--- src/rtl/mul2_ctrl_pkg.sv ---
// Shared types and constants for the MUL2 pass sequencer.
package mul2_ctrl_pkg;

   typedef enum logic [1:0] {
      IDLE   = 2'd0,
      ISSUE  = 2'd1,
      RESULT = 2'd2,
      HOLD   = 2'd3
   } state_t;

   localparam int MUL2_LAT   = 1;
   localparam int DEF_PASS_W = 4;
   localparam int DEF_JCNT_W = 16;

endpackage

--- src/rtl/mul2_pass_ctrl.sv ---
// Sequences k back-to-back MUL2 squaring passes per accepted job.
// Steers the input mux, capture strobes and the result handshake.
module mul2_pass_ctrl
   import mul2_ctrl_pkg::*;
#(
   parameter int PASS_W = DEF_PASS_W,
   parameter int JCNT_W = DEF_JCNT_W
) (
   input  logic              clk_mul,
   input  logic              rst_mul_n,
   input  logic              in_valid,
   output logic              in_ready,
   input  logic [PASS_W-1:0] cfg_passes,
   output logic              in_we,
   input  logic              abort,
   output logic              sel_fb,
   output logic              en_mul,
   output logic              res_we,
   output logic              out_valid,
   input  logic              out_ready,
   output logic              busy,
   output logic              err,
   output logic [JCNT_W-1:0] job_cnt
);

   state_t            r_state;
   logic [PASS_W-1:0] r_p;
   logic [PASS_W-1:0] r_k;
   logic [JCNT_W-1:0] r_jcnt;
   logic              r_err;

   logic w_idle;
   logic w_issue;
   logic w_result;
   logic w_hold;
   logic w_accept;
   logic w_first;

   assign w_idle   = (r_state == IDLE);
   assign w_issue  = (r_state == ISSUE);
   assign w_result = (r_state == RESULT);
   assign w_hold   = (r_state == HOLD);
   assign w_accept = in_valid & in_ready;
   assign w_first  = (r_p == PASS_W'(1));

   always_ff @(posedge clk_mul or negedge rst_mul_n) begin
      if (!rst_mul_n) begin
         r_state <= IDLE;
         r_p     <= '0;
         r_k     <= '0;
         r_jcnt  <= '0;
         r_err   <= 1'b0;
      end else begin
         r_err <= 1'b0;
         if (abort && !w_idle) begin
            r_state <= IDLE;
         end else begin
            unique case (r_state)
               IDLE: begin
                  if (w_accept) begin
                     if (cfg_passes == '0) begin
                        r_err <= 1'b1;
                     end else begin
                        r_k     <= cfg_passes;
                        r_p     <= PASS_W'(1);
                        r_state <= ISSUE;
                     end
                  end
               end
               ISSUE: begin
                  if (r_p == r_k) r_state <= RESULT;
                  else            r_p     <= r_p + PASS_W'(1);
               end
               RESULT: begin
                  if (out_ready) begin
                     r_jcnt  <= r_jcnt + JCNT_W'(1);
                     r_state <= IDLE;
                  end else begin
                     r_state <= HOLD;
                  end
               end
               HOLD: begin
                  if (out_ready) begin
                     r_jcnt  <= r_jcnt + JCNT_W'(1);
                     r_state <= IDLE;
                  end
               end
               default: r_state <= IDLE;
            endcase
         end
      end
   end

   // MUL2 output is only valid in RESULT; abort masks it that cycle.
   assign in_ready  = w_idle & ~abort;
   assign in_we     = w_accept;
   assign en_mul    = w_issue;
   assign sel_fb    = w_issue & ~w_first;
   assign res_we    = w_result & ~abort;
   assign out_valid = (w_result | w_hold) & ~abort;
   assign busy      = ~w_idle;
   assign err       = r_err;
   assign job_cnt   = r_jcnt;

endmodule

--- config.mk ---
export PLATFORM = sky130hd
export DESIGN_NAME = mul2_pass_ctrl
export DESIGN_NICKNAME = d
export VERILOG_FILES = /design/src/rtl/mul2_ctrl_pkg.sv /design/src/rtl/mul2_pass_ctrl.sv
export SDC_FILE = /design/constraint.sdc
export NUM_CORES = 1
export LEC_CHECK = 0
export ABC_AREA = 1
export ABC_CLOCK_PERIOD_IN_PS = 1500
export BUFFER_PORTS_ARGS = -buffer_cell sky130_fd_sc_hd__buf_2
export CAP_MARGIN = 0
export CORE_MARGIN = 4
export CORE_UTILIZATION = 53
export DETAILED_ROUTE_END_ITERATION = 8
export PLACE_DENSITY = 0.86
export REMOVE_ABC_BUFFERS = 1
export SKIP_LAST_GASP = 1
export SLEW_MARGIN = 15
export SYNTH_ARGS = -nofsm -noshare
export SYNTH_HDL_FRONTEND = slang
export SYNTH_SLANG_ARGS = --single-unit
--- constraint.sdc ---
create_clock -name clk_mul -period 1.5 [get_ports clk_mul]
set_input_delay 0.375 -clock clk_mul [delete_from_list [all_inputs] [get_ports clk_mul]]
set_output_delay 0.375 -clock clk_mul [all_outputs]
set_load 0.02 [all_outputs]
==> impl_metrics.ini <==
[outcome]
status = finished, violations left
failed_checks = negative setup slack

[power_and_ir_drop]
p_leak_nw = 1.10
p_seq_frac = 0.375
p_int_w = 0.00161
pwr-share-comb = 0.512
powerDensity_nw_per_um2 = 1450
power_frac_clock = 0.113
ir_drop_mv = 1.32
power_switching_w = 0.00116
swShare = 0.418
power_w = 0.00277

[logic_synthesis]
yosysSeqAreaShare = 0.448
ys_types = 24
syn_inst = 183
syn_area_um2 = 1510
synth.avg_cell_area_um2 = 8.25
yosysWarnings = 0
ys_seq_elements = 27

[global_route]
grt_antenna_before_repair = 0
grt_pass1_wl_um = 5230
grt_pass1_vias = 1191
grtUsageTotal = 0.182
grt_max_degree = 28
grt_overflow = 0

[critical_path]
slowest_delay_ns = 0.47
cp.depth = 5
cp.arrival_ns = 1.32
crit_required_ns = 1.12
path_cells = buf_4 -> buf_6 -> nand2_4 -> nor2_2 -> buf_4
crit_path_frequent_cell = buf_4
end_kind = output pin
worst_path_max_delay_cell = dfrtp_2
cp_num_buf_inv = 3
cp_max_fo = 3
startpoint_type = flip-flop
worst_path_dominant_cell_family = flip-flops
critPathKind = flip-flop to output pin
r2r_cells = 6

[placed_design]
dp_cells = 248
pre_cts_slack_ns = 0.131
dp_hpwl_um = 2220
gp_congestion = 0.811
io_buffers = 32

[detailed_routing]
num_vias = 1317
drc = 0
antenna_left = 0
via_per_inst = 5.01
first_pass_iters = 4
drtIter0Drc = 44
post_drt_wl_per_cell_um = 12.6
wirelength_um = 3320

[clocking]
cts_tree = yes
clk_latency_ns = 0.32
cts-buffers-inserted = 3
cts_hold_buf = 0
cts.path.max_buffers = 2
cts_root_buf = clkbuf_4
cts.sinks = 27
htreeDepth = 1
clkTransAtPathRegs_ns = 0.14

[cells_and_area]
antenna_cells = 0
area_delta_synth_final_pct = 27.0
fin_cells = 263
drive_gt1_frac = 0.349
num-nets-final = 245

[sta]
rsz0062_at_grt = true
hold_viol = 0
finalMaxSlewViolations = 0
tightestPinTransition_ns = 0.601
skew_ns = 0.00610
tns_ns = -1.45
final-setup-viol-count = 14
worst_slack_ns = -0.192
max-slew-margin-rel = 0.600
min_period_ns = 1.69
whs_ns = 0.0310
min_period_over_period = 1.13
fmax_ghz = 0.591

[die]
die-area_um2 = 3760
io_pins = 33
die_h_um = 61.4
core_region_area_um2 = 2730
rows = 19
start_util = 0.552
die_w_um = 61.4

[run]
maxCapViolations = 0

[hold_path]
hold_path.class = input pin to async pin
[logic make-up (layout without fill, tap and decap cells)]
logic type	count (synthesis)	in the layout	synth area share
multiplexers	1	1	0.00746
adder cells (fa/ha/maj)	3	3	0.0249
XOR/XNOR	14	14	0.0813
AO/OA/AOI/OAI	10	10	0.0340
buffers and inverters	30	79	0.0746
AND/OR/NAND/NOR	98	98	0.330
flip-flops	27	27	0.448
[cell usage in the layout, fill, tap and decap left out, drive strengths merged]
cell    netlist  layout
mux2          1       1
o21ai         9       9
a31oi         1       1
xnor2         3       3
nand3        16      16
nand3b        1       1
buf           0      45
ha            3       3
nand2        53      53
xor2         11      11
nor3          2       2
clkbuf        0       4
nor2         24      24
nand4         2       2
dfrtp        27      27
inv          30      30
[path summary, 6_finish.rpt]
| check | start | to | slack [ns] |
|---|---|---|---|
| min reg2reg | job_cnt[15]$_DFFE_PN0P_ | job_cnt[15]$_DFFE_PN0P_ | 0.53 |
| max | r_state[1]$_DFFE_PN0P_ | res_we | -0.19 |
| min | rst_mul_n | r_p[3]$_DFFE_PN0P_ | 0.03 |
| min in group clk_mul | cfg_passes[1] | r_k[1]$_DFFE_PN0P_ | 0.26 |
| max in group asynchronous | rst_mul_n | r_state[1]$_DFFE_PN0P_ | 1.04 |
| max reg2reg | r_state[1]$_DFFE_PN0P_ | job_cnt[1]$_DFFE_PN0P_ | -0.09 |
[metal layers]
metal,wire length (um),GRT usage,vias to the layer above
met2,1580,0.281,41
met5,0,0,-
li1,-,-,664
met1,1510,0.268,606
met4,49,0.0455,0
met3,172,0.0273,6
[per-stage QoR]
| step | instance area (um^2) | utilization |
|---|---|---|
| floorplan | 1510 | - |
| global placement | 1720 | 0.630 |
| detailed placement | 1720 | 0.630 |
| CTS | 1840 | 0.672 |
| global route | 1920 | 0.701 |
| finish | 1920 | 0.701 |
[repair_timing]
item	CTS	global route
resized for setup	16	11
buffers inserted	6	5
pin swaps	1	4
endpoints found under the setup margin	7	12
cloned	0	0
[synth_stat cells]
master	number	share of area
xor2_1	11	0.064
mux2_2	1	0.0075
nand3b_1	1	0.0050
nand3_2	2	0.013
dfrtp_1	27	0.45
nand2_2	5	0.021
nor3_1	1	0.0033
inv_2	5	0.012
ha_1	3	0.025
nand2_4	1	0.0075
nor2_2	6	0.025
nor3_2	1	0.0066
nand3_1	12	0.040
nand3_4	2	0.023
nor2_4	1	0.0075
nand4_1	2	0.0083
o21ai_1	3	0.0099
nor2_8	1	0.013
nand2_1	47	0.12
xnor2_1	3	0.017
a31oi_1	1	0.0041
nor2_1	16	0.040
inv_1	25	0.062
o21ai_0	6	0.020
[power by group through the flow]
stage          Combinational (W)  Sequential, W  Clock, W
6_report                 0.00142        0.00104  0.000315
5_1_grt                  0.00158        0.00106  0.000354
4_1_cts                  0.00129        0.00104  0.000325
3_5_place_dp             0.00106        0.00106         0
3_3_place_gp             0.00104        0.00106         0
2_1_floorplan           0.000692        0.00110         0
[layout make-up]
cell class,instances,area (um^2)
clock buffer,4,26.3
fill,203,817
inverter,30,113
multi-input combinational,126,761
sequential,27,677
tap,31,38.8
timing repair buffer,45,302
[sequential cells by signal, summed over array words and instances, names as in the netlist]
| register | cells |
|---|---|
| err | 1 |
| job_cnt | 16 |
| r_p | 4 |
| r_k | 4 |
| r_state | 2 |
No activity file was read; power rests on OpenSTA's default activity.
